File: config.mk
export PLATFORM = sky130hd
export DESIGN_NAME = eh2_dec_trigger_ctl_flat
export DESIGN_NICKNAME = d
export VERILOG_FILES = /design/src/rtl/eh2_dec_trigger_ctl_if.sv /design/src/rtl/eh2_dec_trigger_ctl.sv /design/src/flat_wrapper.sv
export SDC_FILE = /design/constraint.sdc
export NUM_CORES = 1
export LEC_CHECK = 0
export ABC_AREA = 1
export ABC_CLOCK_PERIOD_IN_PS = 1500
export CAP_MARGIN = 40
export CORE_ASPECT_RATIO = 1.75
export CORE_MARGIN = 2
export CORE_UTILIZATION = 41
export DETAILED_ROUTE_END_ITERATION = 12
export PLACE_DENSITY = 0.82
export SLEW_MARGIN = 10
export SYNTH_ARGS = -nofsm -noshare
export SYNTH_HDL_FRONTEND = slang
export SYNTH_SLANG_ARGS = --single-unit
File: constraint.sdc
create_clock -name clk -period 1.5 [get_ports clk]
set_clock_uncertainty 0.15 [all_clocks]
set_input_delay 0.15 -clock clk [delete_from_list [all_inputs] [get_ports clk]]
set_output_delay 0.15 -clock clk [all_outputs]
set_load 0.01 [all_outputs]
File: src/rtl/eh2_dec_trigger_ctl_if.sv
// Decode-stage trigger sequencer bus: raw d-stage matches and trigger CSR state in,
// registered e1 matches, hit bits and halt handshake out.
interface eh2_dec_trigger_ctl_if #(
  parameter int NUM_THREADS = 2,
  parameter int NUM_TRIG    = 4
);
  logic [NUM_TRIG-1:0]             dec_i0_trigger_match_d;
  logic [NUM_TRIG-1:0]             dec_i1_trigger_match_d;
  logic                            dec_i0_valid_d;
  logic                            dec_i1_valid_d;
  logic                            dec_i0_tid_d;
  logic                            dec_i1_tid_d;
  logic [2*NUM_THREADS-1:0]        trig_chain;
  logic [NUM_TRIG*NUM_THREADS-1:0] trig_action;
  logic [NUM_TRIG*NUM_THREADS-1:0] trig_hit_clr;
  logic [NUM_THREADS-1:0]          dbg_halt_ack;
  logic [NUM_TRIG-1:0]             dec_i0_trigger_match_e1;
  logic [NUM_TRIG-1:0]             dec_i1_trigger_match_e1;
  logic                            dec_i0_bkpt_exc_e1;
  logic                            dec_i1_bkpt_exc_e1;
  logic [NUM_THREADS-1:0]          trig_halt_req;
  logic [NUM_TRIG*NUM_THREADS-1:0] trig_hit;
  logic                            trig_busy;

  modport master (
    output dec_i0_trigger_match_d, dec_i1_trigger_match_d, dec_i0_valid_d, dec_i1_valid_d,
    output dec_i0_tid_d, dec_i1_tid_d, trig_chain, trig_action, trig_hit_clr, dbg_halt_ack,
    input  dec_i0_trigger_match_e1, dec_i1_trigger_match_e1, dec_i0_bkpt_exc_e1,
    input  dec_i1_bkpt_exc_e1, trig_halt_req, trig_hit, trig_busy
  );

  modport slave (
    input  dec_i0_trigger_match_d, dec_i1_trigger_match_d, dec_i0_valid_d, dec_i1_valid_d,
    input  dec_i0_tid_d, dec_i1_tid_d, trig_chain, trig_action, trig_hit_clr, dbg_halt_ack,
    output dec_i0_trigger_match_e1, dec_i1_trigger_match_e1, dec_i0_bkpt_exc_e1,
    output dec_i1_bkpt_exc_e1, trig_halt_req, trig_hit, trig_busy
  );
endinterface

File: src/rtl/eh2_dec_trigger_ctl.sv
// Per-thread trigger sequencer: chaining, lane priority, action select, sticky hits, halt handshake.
// Optional feature macro: TRIG_CHAIN_EN (pairwise trigger chaining {0,1},{2,3}).
module eh2_dec_trigger_ctl #(
  parameter int NUM_THREADS = 2,
  parameter int NUM_TRIG    = 4
) (
  input logic                clk,
  input logic                rst,
  eh2_dec_trigger_ctl_if.slave bus
);

  typedef enum logic [1:0] {IDLE = 2'd0, REQ = 2'd1, DONE = 2'd2} state_t;

  state_t                          state_r [NUM_THREADS];
  logic [NUM_THREADS-1:0]          halt_req_r;
  logic [NUM_TRIG*NUM_THREADS-1:0] hit_r;
  logic [NUM_TRIG-1:0]             i0_match_e1_r, i1_match_e1_r;
  logic                            i0_bkpt_e1_r, i1_bkpt_e1_r;

  int                              i0_t_s, i1_t_s;
  logic [NUM_TRIG-1:0]             i0_gate_s, i1_gate_s, i0_fire_s, i1_chain_s, i1_fire_s;
  logic [NUM_TRIG-1:0]             i0_act_s, i1_act_s;
  logic                            i0_dbg_s, i1_dbg_s, i0_bkpt_s, i1_bkpt_s;
  logic                            i0_idle_s, i1_idle_s, busy_s;
  logic [NUM_TRIG*NUM_THREADS-1:0] hit_set_s, hit_next_s;
  logic [NUM_THREADS-1:0]          dbg_req_s;

  function automatic int tidx(input logic tid);
    return (NUM_THREADS > 1) ? int'(tid) : 0;
  endfunction

`ifdef TRIG_CHAIN_EN
  // A chained pair fires only as a whole, when both members match the same instruction.
  function automatic logic [NUM_TRIG-1:0] chain_apply(input logic [NUM_TRIG-1:0] m,
                                                      input logic [1:0] ch);
    logic [NUM_TRIG-1:0] f;
    f = m;
    if (ch[0]) f[1:0] = {2{&m[1:0]}};
    else       f[1:0] = m[1:0];
    if (ch[1]) f[3:2] = {2{&m[3:2]}};
    else       f[3:2] = m[3:2];
    return f;
  endfunction
`else
  logic unused_chain_s;
  assign unused_chain_s = ^bus.trig_chain;
`endif

  // Lane gating, chaining, i0-over-i1 priority and per-lane action decode.
  always_comb begin
    i0_t_s = tidx(bus.dec_i0_tid_d);
    i1_t_s = tidx(bus.dec_i1_tid_d);
    if (bus.dec_i0_valid_d) i0_gate_s = bus.dec_i0_trigger_match_d;
    else                    i0_gate_s = {NUM_TRIG{1'b0}};
    if (bus.dec_i1_valid_d) i1_gate_s = bus.dec_i1_trigger_match_d;
    else                    i1_gate_s = {NUM_TRIG{1'b0}};
`ifdef TRIG_CHAIN_EN
    i0_fire_s  = chain_apply(i0_gate_s, bus.trig_chain[2*i0_t_s +: 2]);
    i1_chain_s = chain_apply(i1_gate_s, bus.trig_chain[2*i1_t_s +: 2]);
`else
    i0_fire_s  = i0_gate_s;
    i1_chain_s = i1_gate_s;
`endif
    if ((|i0_fire_s) && (i0_t_s == i1_t_s)) i1_fire_s = {NUM_TRIG{1'b0}};
    else                                    i1_fire_s = i1_chain_s;
    i0_act_s  = bus.trig_action[NUM_TRIG*i0_t_s +: NUM_TRIG];
    i1_act_s  = bus.trig_action[NUM_TRIG*i1_t_s +: NUM_TRIG];
    i0_dbg_s  = |(i0_fire_s & i0_act_s);
    i1_dbg_s  = |(i1_fire_s & i1_act_s);
    i0_bkpt_s = (|(i0_fire_s & ~i0_act_s)) & ~i0_dbg_s;
    i1_bkpt_s = (|(i1_fire_s & ~i1_act_s)) & ~i1_dbg_s;
    i0_idle_s = (state_r[i0_t_s] == IDLE);
    i1_idle_s = (state_r[i1_t_s] == IDLE);
  end

  // Route lane fires to their owning thread; set beats clear on the hit bits.
  always_comb begin
    hit_set_s = {(NUM_TRIG*NUM_THREADS){1'b0}};
    dbg_req_s = {NUM_THREADS{1'b0}};
    busy_s    = 1'b0;
    for (int t = 0; t < NUM_THREADS; t++) begin
      if (i0_t_s == t) begin
        hit_set_s[NUM_TRIG*t +: NUM_TRIG] = hit_set_s[NUM_TRIG*t +: NUM_TRIG] | i0_fire_s;
        dbg_req_s[t] = dbg_req_s[t] | i0_dbg_s;
      end else begin
        hit_set_s[NUM_TRIG*t +: NUM_TRIG] = hit_set_s[NUM_TRIG*t +: NUM_TRIG];
      end
      if (i1_t_s == t) begin
        hit_set_s[NUM_TRIG*t +: NUM_TRIG] = hit_set_s[NUM_TRIG*t +: NUM_TRIG] | i1_fire_s;
        dbg_req_s[t] = dbg_req_s[t] | i1_dbg_s;
      end else begin
        dbg_req_s[t] = dbg_req_s[t];
      end
      busy_s = busy_s | (state_r[t] != IDLE);
    end
    hit_next_s = (hit_r & ~bus.trig_hit_clr) | hit_set_s;
  end

  // e1 pipeline registers; a thread that is halting or halted reports nothing new.
  always_ff @(posedge clk or posedge rst) begin
    if (rst) begin
      i0_match_e1_r <= {NUM_TRIG{1'b0}};
      i1_match_e1_r <= {NUM_TRIG{1'b0}};
      i0_bkpt_e1_r  <= 1'b0;
      i1_bkpt_e1_r  <= 1'b0;
      hit_r         <= {(NUM_TRIG*NUM_THREADS){1'b0}};
    end else begin
      i0_match_e1_r <= i0_idle_s ? i0_fire_s : {NUM_TRIG{1'b0}};
      i1_match_e1_r <= i1_idle_s ? i1_fire_s : {NUM_TRIG{1'b0}};
      i0_bkpt_e1_r  <= i0_idle_s & i0_bkpt_s;
      i1_bkpt_e1_r  <= i1_idle_s & i1_bkpt_s;
      hit_r         <= hit_next_s;
    end
  end

  // Halt-request handshake FSM per thread; DONE waits for software to clear all hit bits.
  always_ff @(posedge clk or posedge rst) begin
    if (rst) begin
      for (int t = 0; t < NUM_THREADS; t++) state_r[t] <= IDLE;
      halt_req_r <= {NUM_THREADS{1'b0}};
    end else begin
      for (int t = 0; t < NUM_THREADS; t++) begin
        case (state_r[t])
          IDLE: begin
            if (dbg_req_s[t]) begin
              state_r[t]    <= REQ;
              halt_req_r[t] <= 1'b1;
            end else begin
              halt_req_r[t] <= 1'b0;
            end
          end
          REQ: begin
            if (bus.dbg_halt_ack[t]) begin
              state_r[t]    <= DONE;
              halt_req_r[t] <= 1'b0;
            end else begin
              halt_req_r[t] <= 1'b1;
            end
          end
          DONE: begin
            halt_req_r[t] <= 1'b0;
            if (hit_r[NUM_TRIG*t +: NUM_TRIG] == {NUM_TRIG{1'b0}}) state_r[t] <= IDLE;
            else                                                   state_r[t] <= DONE;
          end
          default: begin
            state_r[t]    <= IDLE;
            halt_req_r[t] <= 1'b0;
          end
        endcase
      end
    end
  end

  assign bus.dec_i0_trigger_match_e1 = i0_match_e1_r;
  assign bus.dec_i1_trigger_match_e1 = i1_match_e1_r;
  assign bus.dec_i0_bkpt_exc_e1      = i0_bkpt_e1_r;
  assign bus.dec_i1_bkpt_exc_e1      = i1_bkpt_e1_r;
  assign bus.trig_halt_req           = halt_req_r;
  assign bus.trig_hit                = hit_r;
  assign bus.trig_busy               = busy_s;

endmodule

File: src/flat_wrapper.sv
// flat-port wrapper written by rule: the top's interface ports become plain ports
module eh2_dec_trigger_ctl_flat 
#(
  parameter int NUM_THREADS = 2,
  parameter int NUM_TRIG    = 4
)
  (clk, rst, bus_dec_i0_trigger_match_d, bus_dec_i1_trigger_match_d, bus_dec_i0_valid_d, bus_dec_i1_valid_d, bus_dec_i0_tid_d, bus_dec_i1_tid_d, bus_trig_chain, bus_trig_action, bus_trig_hit_clr, bus_dbg_halt_ack, bus_dec_i0_trigger_match_e1, bus_dec_i1_trigger_match_e1, bus_dec_i0_bkpt_exc_e1, bus_dec_i1_bkpt_exc_e1, bus_trig_halt_req, bus_trig_hit, bus_trig_busy);
  eh2_dec_trigger_ctl_if #(.NUM_THREADS(NUM_THREADS), .NUM_TRIG(NUM_TRIG)) bus_i ();
  input logic clk;
  input logic rst;
  input wire logic [$bits(bus_i.dec_i0_trigger_match_d)-1:0] bus_dec_i0_trigger_match_d;
  input wire logic [$bits(bus_i.dec_i1_trigger_match_d)-1:0] bus_dec_i1_trigger_match_d;
  input wire logic [$bits(bus_i.dec_i0_valid_d)-1:0] bus_dec_i0_valid_d;
  input wire logic [$bits(bus_i.dec_i1_valid_d)-1:0] bus_dec_i1_valid_d;
  input wire logic [$bits(bus_i.dec_i0_tid_d)-1:0] bus_dec_i0_tid_d;
  input wire logic [$bits(bus_i.dec_i1_tid_d)-1:0] bus_dec_i1_tid_d;
  input wire logic [$bits(bus_i.trig_chain)-1:0] bus_trig_chain;
  input wire logic [$bits(bus_i.trig_action)-1:0] bus_trig_action;
  input wire logic [$bits(bus_i.trig_hit_clr)-1:0] bus_trig_hit_clr;
  input wire logic [$bits(bus_i.dbg_halt_ack)-1:0] bus_dbg_halt_ack;
  output wire logic [$bits(bus_i.dec_i0_trigger_match_e1)-1:0] bus_dec_i0_trigger_match_e1;
  output wire logic [$bits(bus_i.dec_i1_trigger_match_e1)-1:0] bus_dec_i1_trigger_match_e1;
  output wire logic [$bits(bus_i.dec_i0_bkpt_exc_e1)-1:0] bus_dec_i0_bkpt_exc_e1;
  output wire logic [$bits(bus_i.dec_i1_bkpt_exc_e1)-1:0] bus_dec_i1_bkpt_exc_e1;
  output wire logic [$bits(bus_i.trig_halt_req)-1:0] bus_trig_halt_req;
  output wire logic [$bits(bus_i.trig_hit)-1:0] bus_trig_hit;
  output wire logic [$bits(bus_i.trig_busy)-1:0] bus_trig_busy;
  assign bus_i.dec_i0_trigger_match_d = bus_dec_i0_trigger_match_d;
  assign bus_i.dec_i1_trigger_match_d = bus_dec_i1_trigger_match_d;
  assign bus_i.dec_i0_valid_d = bus_dec_i0_valid_d;
  assign bus_i.dec_i1_valid_d = bus_dec_i1_valid_d;
  assign bus_i.dec_i0_tid_d = bus_dec_i0_tid_d;
  assign bus_i.dec_i1_tid_d = bus_dec_i1_tid_d;
  assign bus_i.trig_chain = bus_trig_chain;
  assign bus_i.trig_action = bus_trig_action;
  assign bus_i.trig_hit_clr = bus_trig_hit_clr;
  assign bus_i.dbg_halt_ack = bus_dbg_halt_ack;
  assign bus_dec_i0_trigger_match_e1 = bus_i.dec_i0_trigger_match_e1;
  assign bus_dec_i1_trigger_match_e1 = bus_i.dec_i1_trigger_match_e1;
  assign bus_dec_i0_bkpt_exc_e1 = bus_i.dec_i0_bkpt_exc_e1;
  assign bus_dec_i1_bkpt_exc_e1 = bus_i.dec_i1_bkpt_exc_e1;
  assign bus_trig_halt_req = bus_i.trig_halt_req;
  assign bus_trig_hit = bus_i.trig_hit;
  assign bus_trig_busy = bus_i.trig_busy;
  eh2_dec_trigger_ctl #(.NUM_THREADS(NUM_THREADS), .NUM_TRIG(NUM_TRIG)) u_core (.clk(clk), .rst(rst), .bus(bus_i));
endmodule
==> impl_metrics.tcl, run 1 <==
set metrics [dict create \
    crit_type "register to output pin" \
    pin_count 57 \
    power_mw 2.247 \
    p_int_mw 1.518 \
    fin_crit_sh_pct 98.87 \
    syn_nets 193 \
    start_kind "register" \
    htree_levels 1 \
    hpwl_um 2848 \
    port_buffers 52 \
    numCtsBuffers 3 \
    outcome "completed" \
    cts_tree "built" \
    fin_ws_ns 0.01695 \
    overflow 0 \
    grt_pass1_wl_um 5375 \
    synth.avg_cell_area_um2 7.985 \
    hold_class "input port to async pin" \
    syn_to_final_growth_pct 67.67 \
    synth_top_area_share_pct 47.90 \
    synthCells 157 \
    path_max_fanout 3 \
    maxCapViolCount 0 \
    final_common_cell "nand2_1" \
    ys_top_cells_by_area "dfrtp_1, nand2_1, inv_1, o221ai_1, nand3_1" \
    setup_violations 0 \
    dieArea_um2 3533 \
    clk_path_buf_depth 2 \
    timing.final.max_slew_violations 0 \
    route.detailed.drc 0 \
    clock_sinks 24 \
    leakage_nw 1.154 \
    grt_pass1_vias 1283 \
    drt-total-wl_um 3670 \
    drt-vias-per-instance 5.211 \
    fill_cells 218 \
    worst_pin_slew_ns 0.3467 \
    peakVddDrop_v 0.0005596 \
    switchingPower_uw 729.1 \
    drt_iter0_markers 48 \
    worstSetupEndpointType "output pin" \
    root_buffer "clkbuf_8" \
    drive_above_1_share_pct 19.33 \
    rows 26 \
    core-area_um2 2928 \
    critPathRequiredTime_ns 1.20 \
    chipWidth_um 45.80 \
    pwr-share-comb_pct 42.0 \
    pwr-share-seq_pct 38.6 \
    cts_hold_buf 0 \
    finalHoldViolations 0 \
    place_congestion 0.8833 \
    drtPass1Iterations 4 \
    start_util_pct 42.82 \
    grt_max_degree 25 \
    die-height_um 77.15 \
    ant_nets 0 \
    synth.largest_area_cell "dfrtp_1" \
    clk_pin_slew_ns 0.08 \
    clockPowerShare_pct 19.5 \
    grt_antenna_before_repair 0 \
    yosysSeqAreaShare_pct 47.90 \
    post-route-util_pct 71.79 \
    period_needed_ns 1.483 \
    place_worst_setup_slack_ns -0.3430 \
    max_freq_mhz 674.3 \
    relSlewSlack_pct 76.64 \
    synth.distinct_cells 20 \
    antenna_cells 0 \
    final_nets 275 \
    crit_arrival_ns 1.18 \
    synth_seq_cells 24 \
    p_per_area_nw_per_um2 1069 \
    avgRoutedWirePerCell_um 13.80 \
    grt_usage_pct 20.76 \
    clock_latency_ns 0.27 \
    final_cell_mix "nand2_1, clkdlybuf4s50_1, buf_4" \
    vias 1386 \
    synth_warnings 0 \
    syn_area_um2 1254 \
    p_sw_share_pct 32.44 \
]
==> metrics by stage <==
step | instance area, µm² | TNS, ns | cells | hold WS, ns
2_1_floorplan | 1254 | 0 | 157 | 0.01462
3_3_place_gp | 1971 | -4.770 | 260 | 0.3402
3_5_place_dp | 1971 | -5.531 | 260 | 0.3565
4_1_cts | 2023 | 0 | 264 | 0.08526
5_1_grt | 2102 | -0.09800 | 266 | 0.1240
6_report | 2102 | 0 | 266 | 0.06862
==> power by group through the flow <==
stage	clock [mW]	sequential [mW]	combinational, mW
3_3_place_gp	0	0.869	0.871
6_report	0.437	0.867	0.943
4_1_cts	0.433	0.872	0.877
5_1_grt	0.459	0.880	1.03
3_5_place_dp	0	0.878	0.886
2_1_floorplan	0	0.913	0.327
==> registers in the layout, summed over array words and instances, names as in the netlist <==
signal and cells:
u_core.state_r 4, u_core.bus.dec_i0_bkpt_exc_e1 1, u_core.bus.dec_i1_bkpt_exc_e1 1, u_core.bus.trig_hit 8
u_core.bus.trig_halt_req 2, u_core.bus.dec_i1_trigger_match_e1 4, u_core.bus.dec_i0_trigger_match_e1 4
==> worst max-delay path: stages (launching register included) <==
cell and delay [ns]:
dfrtp_1 0.40, nor2_2 0.18, nand2_1 0.06, dlygate4sd2_1 0.28
==> timing repair <==
item | in CTS | in global routing
endpoints found under the setup margin | 9 | 11
buffers inserted | 0 | 2
pin swaps | 0 | 10
resized for setup | 8 | 21
==> path summary, 6_finish.rpt <==
kind | startpoint | end | slack, ns | depth (start not counted)
worst max register to register | u_core.state_r[0] | u_core.bus.dec_i1_bkpt_exc_e1 | 0.07 | 6
worst min register to register | u_core.state_r[2] | u_core.state_r[3] | 0.45 | 2
min in group clk | bus_dec_i0_trigger_match_d[3] | u_core.bus.dec_i0_bkpt_exc_e1 | 0.22 | 5
max in group asynchronous | rst | u_core.state_r[1] | 0.90 | 3
worst max-delay path | u_core.state_r[0] | bus_trig_busy | 0.02 | 3
worst min-delay path | rst | u_core.state_r[3] | 0.07 | 3
==> area by class of cell <==
class,instances,area (µm²),share of cell area (%)
repair buffers,81,755.7,35.95
inverters,26,97.59,4.643
flip-flops and latches,24,600.6,28.57
well taps,28,35.03,1.667
multi-input cells,103,558.0,26.55
clock buffers,4,55.05,2.619
==> cells in the mapped netlist (all sizes together) <==
library cell  count
buf               4
dfrtp            24
inv              26
nand2            45
nand3            10
nand3b            2
nor2             11
nor3              2
nor4              2
o2111ai           1
o21a              1
o21ai            15
o221ai            8
o22ai             3
o31ai             2
xnor2             1
==> layer usage <==
layer  global-route usage [%]  vias to the layer above  share of wire [%]
li1                         -                      677                  -
met1                    21.92                      649                 37
met2                    39.15                       55                 58
met3                    1.647                        5                3.8
met4                    7.714                        0                1.6
met5                        0                        -                  0
==> logic make-up after synthesis <==
group | after synthesis | synth area share (%)
and+or+nand+nor | 72 | 23.95
xor gates and xnor gates | 1 | 0.6987
DFF | 24 | 47.90
buffers and inverters | 30 | 11.08
AOI/OAI and AO/OA | 30 | 16.37
No activity file was read; power rests on OpenSTA's default activity.
==> run 2: changes to the inputs <==
--- a/config.mk
+++ b/config.mk
@@ -9,11 +9,11 @@
 export ABC_CLOCK_PERIOD_IN_PS = 1500
 export CAP_MARGIN = 40
 export CORE_ASPECT_RATIO = 1.75
-export CORE_MARGIN = 2
+export CORE_MARGIN = 4
 export CORE_UTILIZATION = 41
 export DETAILED_ROUTE_END_ITERATION = 12
 export PLACE_DENSITY = 0.82
-export SLEW_MARGIN = 10
+export SLEW_MARGIN = 25
 export SYNTH_ARGS = -nofsm -noshare
 export SYNTH_HDL_FRONTEND = slang
 export SYNTH_SLANG_ARGS = --single-unit
==> impl_metrics.tcl, run 2 (synthesis results as in run 1) <==
set metrics [dict create \
    outcome "completed" \
    peakVddDrop_v 0.0005717 \
    finalHoldViolations 0 \
    drt-total-wl_um 3732 \
    p_per_area_nw_per_um2 1091 \
    htree_levels 1 \
    largest_reg_flops 8 \
    finalSetupTns_ns 0 \
    ant_nets 0 \
    start_kind "input port" \
    port_buffers 52 \
    relSlewSlack_pct 77.80 \
    maxCapViolCount 0 \
    overflow 0 \
    r2r-start "u_core.state_r[0]" \
    setup.worst_path.start "bus_dec_i0_valid_d" \
    hold_class "input port to async pin" \
    drt_iter0_markers 30 \
    clk_path_buf_depth 2 \
    numCtsBuffers 3 \
    clock_latency_ns 0.27 \
    worstSetupEndpointType "register" \
    power_mw 2.297 \
    final_cell_mix "nand2_1, clkdlybuf4s50_1, buf_4" \
    crit_path_end "u_core.state_r[2]" \
    core-area_um2 2928 \
    rsz0062_at_grt "true" \
    post-route-util_pct 71.92 \
    fin_crit_sh_pct 98.30 \
    drtPass1Iterations 4 \
    path_max_fanout 8 \
    dieArea_um2 4041 \
    max_freq_mhz 678.2 \
    dpl-instance-area_um2 1956 \
    grt_antenna_before_repair 0 \
    pin_count 57 \
    design_area_um2 2106 \
    critPathRequiredTime_ns 1.51 \
    final_nets 275 \
    rows 26 \
    setup_violations 0 \
    grt_pass1_vias 1343 \
    clock_sinks 24 \
    die-height_um 81.15 \
    period_needed_ns 1.475 \
    vias 1364 \
    drive_above_1_share_pct 20.59 \
    syn_to_final_growth_pct 67.96 \
    grt_usage_pct 18.88 \
    route.detailed.drc 0 \
    avgRoutedWirePerCell_um 14.03 \
    crit_type "input port to register" \
    r2r_end "u_core.bus.dec_i0_trigger_match_e1[1]" \
    root_buffer "clkbuf_8" \
    antenna_cells 0 \
    timing.final.max_slew_violations 0 \
    start_util_pct 42.82 \
    cts_tree "built" \
    place_congestion 0.8619 \
    ff2ff_setup_slack_ns 0.09 \
    r2r_cells 7 \
    hpwl_um 2906 \
    drt-vias-per-instance 5.128 \
    clk_pin_slew_ns 0.08 \
    chipWidth_um 49.80 \
    grt_pass1_wl_um 5658 \
    worst_pin_slew_ns 0.3295 \
    leakage_nw 1.133 \
    grt_max_degree 25 \
    crit_arrival_ns 1.49 \
]
run 2: cell count changes in the layout (fill, tap and decap cells not counted):
cell             previous run  this run
clkdlybuf4s50_1            36        40
dlygate4sd2_1               6         5
dlymetal6s2s_1             10         7
nand2_1                    42        40
nand2_2                     2         4
nor3_1                      1         0
nor3_2                      1         2
o21ai_0                     8         5
o21ai_1                     5         8
run 2: through the flow:
step	worst slack, ns	std cells	hold WS [ns]
floorplan	0.1648	157	0.01462
global placement	-0.3037	258	0.3410
detailed placement	-0.3561	258	0.3657
CTS	0.0006808	264	0.08151
global route	-0.04693	266	0.09241
finish	0.02544	266	0.06981
run 2: worst min-delay path by stage:
stage,startpoint,to
floorplan,rst,u_core.bus.dec_i0_bkpt_exc_e1
global placement,u_core.state_r[2],u_core.state_r[3]
detailed placement,rst,u_core.state_r[3]
CTS,rst,u_core.state_r[2]
global route,rst,u_core.state_r[3]
finish,rst,u_core.state_r[1]
run 2: timing repair:
action / CTS / global route
setup buffers: 2 / 2
setup endpoints to repair: 9 / 13
hold buffers: 0 / 0
pin swaps: 1 / 3
gates resized for setup: 8 / 23
run 2: layout make-up:
type                    count  area [µm²]
well taps                  28       35.03
multi-input cells         103       568.0
flip-flops and latches     24       600.6
clock buffers               4       55.05
fillers                   212       822.0
inverters                  26       97.59
repair buffers             81       749.5
run 2: metal layers:
| layer | vias to the layer above | GRT usage, % | wire length (µm) | share of wire (%) |
|---|---|---|---|---|
| li1 | 678 | - | - | - |
| met1 | 630 | 17.82 | 1223 | 33 |
| met2 | 41 | 37.27 | 2201 | 59 |
| met3 | 15 | 0.9174 | 154 | 4.1 |
| met4 | 0 | 13.85 | 153 | 4.1 |
| met5 | - | 0 | 0 | 0 |
run 2: power breakdown:
part	internal [mW]	total (mW)	switching (mW)	leakage (nW)
Combinational	0.530	0.994	0.464	0.793
Clock	0.235	0.438	0.203	0.0288
Sequential	0.786	0.866	0.0797	0.311
Total	1.55	2.30	0.746	1.13
run 2: critical path, stage by stage:
cell             delay [ns]
clkdlybuf4s50_1        0.49
o21ai_0                0.09
nand2_1                0.14
nand2_4                0.11
nand3_2                0.09
nand2_2                0.08
o21ai_1                0.15
nand2_1                0.08
nand2_2                0.07
nand2_1                0.05
==> run 3: changes to the inputs <==
--- a/config.mk
+++ b/config.mk
@@ -12,6 +12,7 @@
 export CORE_MARGIN = 4
 export CORE_UTILIZATION = 41
 export DETAILED_ROUTE_END_ITERATION = 12
+export GPL_ROUTABILITY_DRIVEN = 0
 export PLACE_DENSITY = 0.82
 export SLEW_MARGIN = 25
 export SYNTH_ARGS = -nofsm -noshare
==> results of run 3 <==
No change in the layout: final DEF, timing and power equal those of run 2.
